### src/rtl/asi_pkg.sv
// Shared encodings for the asi family: AXI burst/response codes and the
// read-side beat FSM state type.
package asi_pkg;

  localparam logic [1:0] BT_FIXED    = 2'b00;
  localparam logic [1:0] BT_INCR     = 2'b01;
  localparam logic [1:0] BT_WRAP     = 2'b10;
  localparam logic [1:0] BT_RESERVED = 2'b11;

  localparam logic [1:0] RESP_OKAY   = 2'b00;
  localparam logic [1:0] RESP_SLVERR = 2'b10;

  typedef enum logic [1:0] {IDLE, FIRST, BURST} state_t;

endpackage

### src/rtl/sfifo.sv
// Synchronous first-word-fall-through FIFO with an occupancy count.
// DEPTH must be a power of two and at least 2; push when full and pop when empty are ignored.
module sfifo #(
  parameter int W     = 8,
  parameter int DEPTH = 4
) (
  input  logic                   clk_i,
  input  logic                   rst_ni,
  input  logic                   push_i,
  input  logic [W-1:0]           din_i,
  input  logic                   pop_i,
  output logic [W-1:0]           dout_o,
  output logic [$clog2(DEPTH):0] count_o
);
  localparam int PW = $clog2(DEPTH);
  localparam logic [PW:0] FULL_CNT = (PW+1)'(DEPTH);

  logic [W-1:0]  mem_q [DEPTH];
  logic [PW-1:0] wptr_q, rptr_q;
  logic [PW:0]   count_q;
  logic          do_push, do_pop;

  assign do_push = push_i && (count_q != FULL_CNT);
  assign do_pop  = pop_i && (count_q != '0);

  always_ff @(posedge clk_i) begin
    if (!rst_ni) begin
      wptr_q  <= '0;
      rptr_q  <= '0;
      count_q <= '0;
    end else begin
      if (do_push) wptr_q <= wptr_q + 1'b1;
      if (do_pop)  rptr_q <= rptr_q + 1'b1;
      count_q <= count_q + {{PW{1'b0}}, do_push} - {{PW{1'b0}}, do_pop};
    end
  end

  always_ff @(posedge clk_i) begin
    if (do_push) mem_q[wptr_q] <= din_i;
  end

  assign dout_o  = mem_q[rptr_q];
  assign count_o = count_q;

endmodule

### src/rtl/asi_r2.sv
// AXI4 slave read interface: AR queue, per-beat user read strobes, latency pipeline
// and credit-protected R buffer. Define ASI_R2_WRAP_EN to support WRAP bursts.
module asi_r2
  import asi_pkg::*;
#(
  parameter int AXI_DW     = 128,
  parameter int AXI_AW     = 40,
  parameter int AXI_IW     = 8,
  parameter int AXI_LW     = 8,
  parameter int AXI_SW     = 3,
  parameter int AXI_BURSTW = 2,
  parameter int AXI_RRESPW = 2,
  parameter int ASI_AD     = 4,
  parameter int ASI_RD     = 16,
  parameter int SLV_WS     = 1
) (
  input  logic                  ACLK,
  input  logic                  ARESETn,
  input  logic [AXI_IW-1:0]     ARID,
  input  logic [AXI_AW-1:0]     ARADDR,
  input  logic [AXI_LW-1:0]     ARLEN,
  input  logic [AXI_SW-1:0]     ARSIZE,
  input  logic [AXI_BURSTW-1:0] ARBURST,
  input  logic                  ARVALID,
  output logic                  ARREADY,
  output logic [AXI_IW-1:0]     RID,
  output logic [AXI_DW-1:0]     RDATA,
  output logic [AXI_RRESPW-1:0] RRESP,
  output logic                  RLAST,
  output logic                  RVALID,
  input  logic                  RREADY,
  output logic [AXI_AW-1:0]     usr_raddr,
  output logic                  usr_re,
  output logic                  usr_rlast,
  output logic [AXI_IW-1:0]     usr_rid,
  input  logic [AXI_DW-1:0]     usr_rdata,
  input  logic                  usr_rerror,
  output logic                  usr_rrequest,
  input  logic                  usr_rgrant,
  output state_t                dbg_state_o
);
  localparam int MAXSZ = $clog2(AXI_DW/8);
  localparam logic [AXI_SW-1:0] MAXSZ_W = AXI_SW'(MAXSZ);
  localparam int ARW = AXI_IW + AXI_AW + AXI_LW + AXI_SW + AXI_BURSTW;
  localparam int RBW = AXI_IW + 1 + AXI_RRESPW + AXI_DW;
  localparam int CW  = $clog2(ASI_RD) + 1;
  localparam int SBW = AXI_IW + 3;
  localparam int XW  = AXI_AW + 1;

  // Handshakes: a transfer happens on a cycle where valid and ready are both high;
  // valid never depends on ready, and a payload is held until it is accepted.
  state_t state_q, state_d;
  logic [AXI_IW-1:0]     id_q, h_id, cur_id;
  logic [AXI_AW-1:0]     addr_q, h_addr, cur_addr;
  logic [AXI_LW-1:0]     len_q, h_len, cur_len, cnt_q, cnt_d, beat_n;
  logic [AXI_SW-1:0]     size_q, h_size, cur_size;
  logic [AXI_BURSTW-1:0] burst_q, h_burst, cur_burst;
  logic [ARW-1:0]        ar_dout;
  logic [$clog2(ASI_AD):0] ar_cnt;
  logic                  ar_empty, ar_pop, latch;
  logic [CW-1:0]         rb_cnt, inflight_q;
  logic [CW:0]           occ;
  logic                  active, issue, is_last, sup, bad_burst;
  logic [XW-1:0]         start_w, amask_w, aligned_w, step_w, beat_addr;

  sfifo #(.W(ARW), .DEPTH(ASI_AD)) u_ar_q (
    .clk_i(ACLK), .rst_ni(ARESETn), .push_i(ARVALID && ARREADY),
    .din_i({ARID, ARADDR, ARLEN, ARSIZE, ARBURST}), .pop_i(ar_pop),
    .dout_o(ar_dout), .count_o(ar_cnt)
  );

  assign ARREADY  = ARESETn && (ar_cnt != (($clog2(ASI_AD)+1))'(ASI_AD));
  assign ar_empty = (ar_cnt == '0);
  assign {h_id, h_addr, h_len, h_size, h_burst} = ar_dout;

  // Beat 0 is taken straight from the queue head; later beats use the latched copy.
  always_comb begin
    if (state_q == FIRST) begin
      {cur_id, cur_addr, cur_len, cur_size, cur_burst} = {h_id, h_addr, h_len, h_size, h_burst};
      beat_n = '0;
    end else begin
      {cur_id, cur_addr, cur_len, cur_size, cur_burst} = {id_q, addr_q, len_q, size_q, burst_q};
      beat_n = cnt_q;
    end
  end

  assign occ      = {1'b0, rb_cnt} + {1'b0, inflight_q};
  assign active   = ((state_q == FIRST) && !ar_empty) || (state_q == BURST);
  assign issue    = active && usr_rgrant && (occ < (CW+1)'(ASI_RD));
  assign is_last  = (beat_n == cur_len);

  assign start_w   = {1'b0, cur_addr};
  assign amask_w   = {XW{1'b1}} << cur_size;
  assign aligned_w = start_w & amask_w;
  assign step_w    = XW'(beat_n) << cur_size;

`ifdef ASI_R2_WRAP_EN
  logic [XW-1:0] wmask_w, wrap_addr;
  logic          wrap_ok;
  assign wmask_w   = ((XW'(cur_len) + 1'b1) << cur_size) - 1'b1;
  assign wrap_addr = (start_w & ~wmask_w) | ((start_w + step_w) & wmask_w);
  assign wrap_ok   = ((cur_len == AXI_LW'(1)) || (cur_len == AXI_LW'(3)) ||
                      (cur_len == AXI_LW'(7)) || (cur_len == AXI_LW'(15))) &&
                     ((start_w & ~amask_w) == '0);
`endif

  always_comb begin
    beat_addr = aligned_w + step_w;
    bad_burst = 1'b0;
    case (cur_burst)
      BT_FIXED: beat_addr = start_w;
      BT_INCR:  beat_addr = aligned_w + step_w;
`ifdef ASI_R2_WRAP_EN
      BT_WRAP: begin
        beat_addr = wrap_addr;
        bad_burst = !wrap_ok;
      end
`endif
      default:  bad_burst = 1'b1;
    endcase
    // Incrementing beats past the 4KB page of the start address are refused.
    sup = bad_burst || (cur_size > MAXSZ_W) ||
          ((cur_burst == BT_INCR) && (beat_addr[XW-1:12] != start_w[XW-1:12]));
  end

  always_comb begin
    state_d = state_q;
    cnt_d   = cnt_q;
    ar_pop  = 1'b0;
    latch   = 1'b0;
    case (state_q)
      IDLE:  state_d = FIRST;
      FIRST: if (issue) begin
        ar_pop = 1'b1;
        if (cur_len != '0) begin
          latch   = 1'b1;
          cnt_d   = AXI_LW'(1);
          state_d = BURST;
        end
      end
      BURST: if (issue) begin
        cnt_d = cnt_q + 1'b1;
        if (is_last) state_d = FIRST;
      end
      default: state_d = IDLE;
    endcase
  end

  always_ff @(posedge ACLK) begin
    if (!ARESETn) begin
      state_q <= IDLE;
      cnt_q   <= '0;
      {id_q, addr_q, len_q, size_q, burst_q} <= '0;
    end else begin
      state_q <= state_d;
      cnt_q   <= cnt_d;
      if (latch) {id_q, addr_q, len_q, size_q, burst_q} <= {h_id, h_addr, h_len, h_size, h_burst};
    end
  end

  assign usr_rrequest = ((state_q == FIRST) && !ar_empty) || (state_q == BURST);
  assign usr_re       = issue && !sup;
  assign usr_rlast    = usr_re && is_last;
  assign usr_raddr    = usr_re ? beat_addr[AXI_AW-1:0] : '0;
  assign usr_rid      = issue ? cur_id : '0;
  assign dbg_state_o  = state_q;

  logic [SBW-1:0]    sb_out;
  logic              p_v, p_last, p_sup;
  logic [AXI_IW-1:0] p_id;

  generate
    if (SLV_WS == 0) begin : g_nopipe
      assign sb_out = {issue, cur_id, is_last, sup};
    end else begin : g_pipe
      logic [SBW-1:0] pipe_q [SLV_WS];
      always_ff @(posedge ACLK) begin
        if (!ARESETn) begin
          for (int i = 0; i < SLV_WS; i++) pipe_q[i] <= '0;
        end else begin
          pipe_q[0] <= {issue, cur_id, is_last, sup};
          for (int i = 1; i < SLV_WS; i++) pipe_q[i] <= pipe_q[i-1];
        end
      end
      assign sb_out = pipe_q[SLV_WS-1];
    end
  endgenerate

  assign {p_v, p_id, p_last, p_sup} = sb_out;

  // Beats between issue and R buffer write still hold a credit.
  always_ff @(posedge ACLK) begin
    if (!ARESETn) inflight_q <= '0;
    else inflight_q <= inflight_q + {{(CW-1){1'b0}}, issue} - {{(CW-1){1'b0}}, p_v};
  end

  logic [RBW-1:0]        rb_dout;
  logic [AXI_IW-1:0]     rb_id;
  logic                  rb_last;
  logic [AXI_RRESPW-1:0] rb_resp;
  logic [AXI_DW-1:0]     rb_data;

  sfifo #(.W(RBW), .DEPTH(ASI_RD)) u_r_buf (
    .clk_i(ACLK), .rst_ni(ARESETn), .push_i(p_v),
    .din_i({p_id, p_last, (p_sup || usr_rerror) ? RESP_SLVERR : RESP_OKAY,
            p_sup ? {AXI_DW{1'b0}} : usr_rdata}),
    .pop_i(RVALID && RREADY), .dout_o(rb_dout), .count_o(rb_cnt)
  );

  assign {rb_id, rb_last, rb_resp, rb_data} = rb_dout;
  assign RVALID = (rb_cnt != '0);
  assign RID    = RVALID ? rb_id   : '0;
  assign RLAST  = RVALID && rb_last;
  assign RRESP  = RVALID ? rb_resp : '0;
  assign RDATA  = RVALID ? rb_data : '0;

endmodule

### config.mk
export PLATFORM = sky130hd
export DESIGN_NAME = asi_r2
export DESIGN_NICKNAME = d
export VERILOG_FILES = /design/src/rtl/asi_pkg.sv /design/src/rtl/sfifo.sv /design/src/rtl/asi_r2.sv
export SDC_FILE = /design/constraint.sdc
export NUM_CORES = 2
export LEC_CHECK = 0
export ABC_AREA = 1
export BUFFER_PORTS_ARGS = -buffer_cell sky130_fd_sc_hd__buf_2
export CAP_MARGIN = 10
export CELL_PAD_IN_SITES_DETAIL_PLACEMENT = 1
export CELL_PAD_IN_SITES_GLOBAL_PLACEMENT = 2
export CORE_UTILIZATION = 35
export DETAILED_ROUTE_END_ITERATION = 12
export GPL_ROUTABILITY_DRIVEN = 0
export HOLD_SLACK_MARGIN = 0.08
export PLACE_DENSITY_LB_ADDON = 0.1
export SYNTH_ARGS = -nofsm -noshare
export SYNTH_HDL_FRONTEND = slang
export SYNTH_SLANG_ARGS = --single-unit
### constraint.sdc
create_clock -name ACLK -period 8.4 [get_ports ACLK]
set_input_delay 0.42 -clock ACLK [delete_from_list [all_inputs] [get_ports ACLK]]
set_output_delay 0.42 -clock ACLK [all_outputs]
set_load 0.01 [all_outputs]
# Word-level counts from Yosys, hierarchy flattened

Memory sizes are Yosys's and may differ from the RTL's. A register that Yosys moved wholly into a read port is not among the register bits.
Cells that the tools add are included.
Widths: inputs -> output; s select.

Register bits: 96
Memory bits (writable): 2,479
Output and inout port bits: 194
Word-level logic and storage cells: 118
Memories kept: 3

Add/sub/neg operators: 13
$lt $le $gt $ge: 2
Eq/ne operators: 11
Shift operators: 2
Mux-type cells: 41
Bitwise logic cells: 1
Reduce and logical (&&, ||, !) cells: 31

Memories:

| memory        | words | bits a word | rd ports | clocked after Yosys merged registers in | wr ports | RTL line      | source |
|---|---|---|---|---|---|---|---|
| u_r_buf.mem_q | 16    | 139         | 1        | 1                                       | 1        | sfifo.sv:18   | `logic [W-1:0] mem_q [DEPTH];` |
| u_ar_q.mem_q  | 4     | 61          | 1        | 1                                       | 1        | sfifo.sv:18   |  |
| g_pipe.pipe_q | 1     | 11          | 1        | 0                                       | 1        | asi_r2.sv:176 | `logic [SBW-1:0] pipe_q [SLV_WS];` |

Operator list:

| operator              | count |
|---|---|
| $mux 128              | 2 |
| $mux 40               | 2 |
| $mux 8                | 8 |
| $add 41x41->41        | 1 |
| $and 40x41->41        | 1 |
| $mux 41               | 1 |
| $shl 41x3->41 const A | 1 |
| $shl 8x3->41          | 1 |
| $ne 29x28->1          | 1 |
| $mux 2                | 9 |
| $pmux 8 s2            | 1 |
| $logic_and 1x1->1     | 14 |
| $mux 1                | 13 |
| $mux 11               | 1 |
| $reduce_or 11->1      | 1 |
| $add 5x1->5           | 2 |
| $sub 5x1->5           | 2 |
| $add 4x1->4 const B   | 2 |
| $add 8x1->8 const B   | 1 |
| $eq 8x8->1            | 1 |
| $mux 4                | 2 |
| $reduce_and 4->1      | 2 |
| $reduce_bool 8->1     | 1 |
| $add 5x5->6           | 1 |
| other kinds (21)      | 30 |

# Longest topological paths before layout

Word-level depth: 12
Mapped depth: 31
Depth with buffers taken out: 27

# Modules after synthesis

From an unflattened synthesis, not the netlist that was laid out.

Cells, all modules: 10,428
Area, all modules: 111,105.3 um^2

By module, submodules not included:

| module           | instances | cells each | area each (um^2) |
|---|---|---|---|
| sfifo at u_r_buf | 1         | 8,113      | 92,059.5 |
| sfifo at u_ar_q  | 1         | 653        | 10,104.7 |
| asi_r2           | 1         | 1,662      | 8,941.1 |

# Worst setup path before layout

No wires, ideal clock.

Path type: register -> register
From: register u_r_buf.count_q[2] (netlist: u_r_buf.count_o[2])
To: memory u_r_buf.mem_q[11][0] (netlist bit), enable pin
Library setup time: 638 ps
Arrival time: 6,766 ps
Required time: 7,762 ps
Path slack: 997 ps
Stages on the path, launching flop included: 8
Period minus slack after synthesis: 7,403 ps
Cell sequence: dfxtp_1 -> inv_1 -> ha_1 -> nand4_1 -> nand2_1 -> inv_1 -> nand2_1 -> nor2_1

Longest elaborated chain between the ends: 4

RTL lines:

| element                      | RTL line    | source |
|---|---|---|
| start: declaration           | sfifo.sv:20 | `logic [PW:0] count_q;` |
| start signal: assignment     | sfifo.sv:34 | `count_q <= count_q + {{PW{1'b0}}, do_push} - {{PW{1'b0}}, do_pop};` |
| $ne 5x5->1                   | sfifo.sv:23 | `assign do_push = push_i && (count_q != FULL_CNT);` |
| $logic_and 1x1->1            | sfifo.sv:23 |  |
| net u_r_buf.do_push          | sfifo.sv:21 | `logic do_push, do_pop;` |
| $mux 1                       | sfifo.sv:39 | `if (do_push) mem_q[wptr_q] <= din_i;` |
| $mux 1 (not written as such) | sfifo.sv:39 |  |
| end: declaration             | sfifo.sv:18 |  |

The timed path passes the listed nets, and every way through them passes these cells.

==> impl_metrics.json <==
{
  "outcome": "finished, final reports clean",
  "cts_tree": "yes",
  "vias": 67700,
  "portBuffers": 387,
  "grt_pass1_wl_um": 489000,
  "viasPerCell": 5.42,
  "grt_max_degree": 231,
  "maxCapViolCount": 0,
  "cts_buffers": 298,
  "period_share_pct": 83.7,
  "final_area_um2": 119000,
  "drive_gt1_share_pct": 11.0,
  "routedWlPerCell_um": 27.1,
  "critPathCaptureType": "output pin",
  "peakVddDrop_mv": 0.232,
  "period_needed_ps": 7030,
  "fin_skew_ps": 37.3,
  "syn-instance-count": 7988,
  "hpwlAfterDp_um": 165000,
  "avgSynthCellArea_um2": 12.9,
  "syn_area_um2": 103000,
  "fin_nets": 8582,
  "syn-num-nets": 8229,
  "die_area_um2": 296000,
  "routed_wl_um": 338000,
  "slew_headroom_pct": 21.9,
  "synthDistinctLibCells": 51,
  "path_max_fanout": 60,
  "cts_setup_buffers": 0,
  "reg2regPathDepth": 13,
  "required_ps": 7980,
  "cp-start-kind": "register",
  "antenna_found_initial": 9,
  "rsz0062_at_grt": "false",
  "min_from": "usr_rdata[118]",
  "synthFlopType": "edfxtp_1",
  "r2r-end": "addr_q[29]$_SDFFE_PN0P_",
  "grt-ovfl-total": 0,
  "area_delta_synth_final_pct": 15.8,
  "first_pass_iters": 5,
  "multi_input_area_um2": 23600,
  "globalRouteTotalUtil_pct": 22.4,
  "grt-busiest-layer": "met2",
  "final_cells": 12500,
  "start_util_pct": 35.2,
  "tns_ps": 0,
  "dp_cells": 11800,
  "seq_area_frac_synth_pct": 73.9,
  "r2r_slack_ps": 3370,
  "synth_seq_cells": 2565,
  "cts_root_buffer": "clkbuf_16",
  "tightestPinTransition_ps": 1170,
  "async_flop_share_pct": 0,
  "clk_pin_slew_worst_paths_ps": 60,
  "die_h_um": 544,
  "power_leakage_nw": 39.5,
  "post_dp_cell_area_um2": 108000,
  "maxSlewViolCount": 0,
  "cts_sinks": 2565,
  "drc_errors": 0,
  "hp-class": "input pin to register",
  "critPathKind": "register to output pin",
  "grt_util_met1_pct": 31.0,
  "grt_util_met3_pct": 2.24,
  "ant_nets": 0,
  "grt_pass1_vias": 70300,
  "post_cts_resized": 0,
  "rows": 198,
  "regToRegStartpoint": "dbg_state_o[0]$_SDFFE_PN0P_",
  "setup_viol": 0,
  "cp_data_arrival_time_ps": 6610,
  "io_pins": 389,
  "use_met2_pct": 37.5,
  "min_to": "u_r_buf.mem_q[0][118]$_DFFE_PP_",
  "clk_path_buf_depth": 4,
  "htreeDepth": 5,
  "regArea_um2": 75900,
  "synth-edff-count": 2452,
  "coreArea_um2": 291000,
  "yosysWarnings": 0,
  "p_per_area_nw_per_um2": 294,
  "nFillCells": 30300,
  "min_path_cells": 3,
  "clk_latency_ps": 900,
  "die_w_um": 544,
  "drt-initial-drc-count": 4781,
  "fmax_ghz": 0.142,
  "hold_violations": 0
}
## cells in the mapped netlist (5+ instances only)
cell | count | area, um2
o221ai_1 | 379 | 3320
clkbuf_1 | 495 | 1860
nor4_1 | 5 | 31.3
edfxtp_1 | 2452 | 73600
o21ai_0 | 1269 | 6350
o22ai_1 | 180 | 1130
buf_2 | 45 | 225
nand2_1 | 501 | 1880
nor3_1 | 13 | 65.1
ha_1 | 42 | 526
nand4_1 | 12 | 75.1
or2_2 | 6 | 37.5
inv_2 | 8 | 30.0
a21oi_1 | 267 | 1340
nor2_1 | 1405 | 5270
o21ai_1 | 14 | 70.1
xnor2_1 | 13 | 114
nand3_1 | 200 | 1000
buf_6 | 15 | 169
o21ai_2 | 7 | 61.3
xor2_1 | 22 | 193
a32o_1 | 25 | 250
a31oi_1 | 6 | 37.5
buf_1 | 13 | 48.8
dfxtp_1 | 113 | 2260
nor2_2 | 5 | 31.3
inv_1 | 256 | 961
o211ai_1 | 173 | 1300
buf_4 | 9 | 67.6
## worst max path at each step
| stage | depth (start not counted) | endpoint | slack (ps) |
|---|---|---|---|
| after floorplan | 7 | u_r_buf.mem_q[11][0]$_DFFE_PP_ | 1000 |
| after global routing | 23 | usr_rlast | 620 |
| after global placement | 24 | usr_rlast | 2310 |
| after CTS | 23 | usr_rlast | 1210 |
| final | 23 | usr_rlast | 1370 |
| after detailed placement | 24 | usr_rlast | 2210 |
## metal layers
layer	share of wire, %	up-vias
met2	48	1325
met5	0	-
li1	-	30500
met3	3.6	425
met1	46	35400
met4	2.3	0
## stage by stage
step	total power, mW	util [%]	worst slack (ps)	hold slack, ps
floorplan	19.6	-	997	440
global placement	22.8	37.2	2310	460
detailed placement	23.0	37.2	2210	476
CTS	35.4	40.8	1210	80.8
global route	36.5	40.8	624	144
finish	34.9	40.8	1370	143
## layout make-up
cell class | instances | share of cell area, %
flip-flops and latches | 2565 | 63.8
multi-input cells | 4578 | 19.8
clock buffers | 378 | 6.62
well taps | 3900 | 4.10
repair buffers | 630 | 3.71
clock inverters | 154 | 1.01
inverters | 268 | 0.872
diodes | 9 | 0.0189
## kinds of logic after synthesis
group | synth area share (%)
other | 0.00365
DFF | 73.9
adders and majority gates | 0.590
buffers and inverters | 3.29
and+or+nand+nor | 8.27
xor gates and xnor gates | 0.299
AOI/OAI and AO/OA | 13.6
muxes | 0.00975
## critical path, cell delays in order, from the launching register on
cell	delay, ps
dfxtp_4	770
clkinv_2	410
nand2_1	150
a32o_1	200
nand2_1	70
nand2_2	250
clkinv_1	310
o21ai_0	400
mux2i_1	180
ha_1	390
nand2_1	80
nand2_1	70
nand2_1	60
nand2_1	70
a21oi_1	230
nand2_1	130
nand2_1	110
nand2_1	140
o21ai_0	240
nand3_1	170
nand2_1	160
nand3_4	430
nor2_1	470
buf_2	200
## power by group
part	leakage (nW)	internal [mW]	switching, mW
logic	11.9	1.96	5.74
registers	23.2	14.7	0.235
clock network	4.42	7.04	5.24
## layout by cell type, fill, tap and decap left out, types with 6 or more instances in the layout
master,count
clkbuf_16,303
nor2_1,1385
a32o_1,25
nand3_1,200
nor3_1,13
inv_6,13
nand2_1,501
a31oi_1,6
buf_4,81
dfxtp_4,6
o211ai_1,173
inv_1,252
clkinv_8,7
buf_12,25
ha_1,42
xor2_1,22
nor2_4,22
o21ai_0,1269
diode_2,9
dlygate4sd3_1,137
nand4_1,12
o22ai_1,180
clkinvlp_4,6
a21oi_1,267
clkbuf_1,74
dfxtp_1,107
buf_2,387
inv_2,7
xnor2_1,13
bufinv_16,13
or2_2,6
clkinv_2,39
o21ai_2,7
edfxtp_1,2452
o221ai_1,379
clkinv_1,75
o21ai_1,14
## registers in the layout, indices dropped and copies added (netlist names), 3 cells and up, named ones only
register	count
u_r_buf.wptr_q	4
u_ar_q.count_o	3
u_r_buf.mem_q	2208
cnt_q	8
addr_q	40
u_r_buf.rptr_q	4
len_q	8
id_q	8
size_q	3
u_r_buf.count_o	5
inflight_q	5
u_ar_q.mem_q	244
g_pipe.pipe_q	11
## timing repair
action	CTS	global route
hold buffers	136	1
setup endpoints to repair	0	0
endpoints found under the hold margin	1363	1
Note: power is estimated with default switching activity, not from simulation.
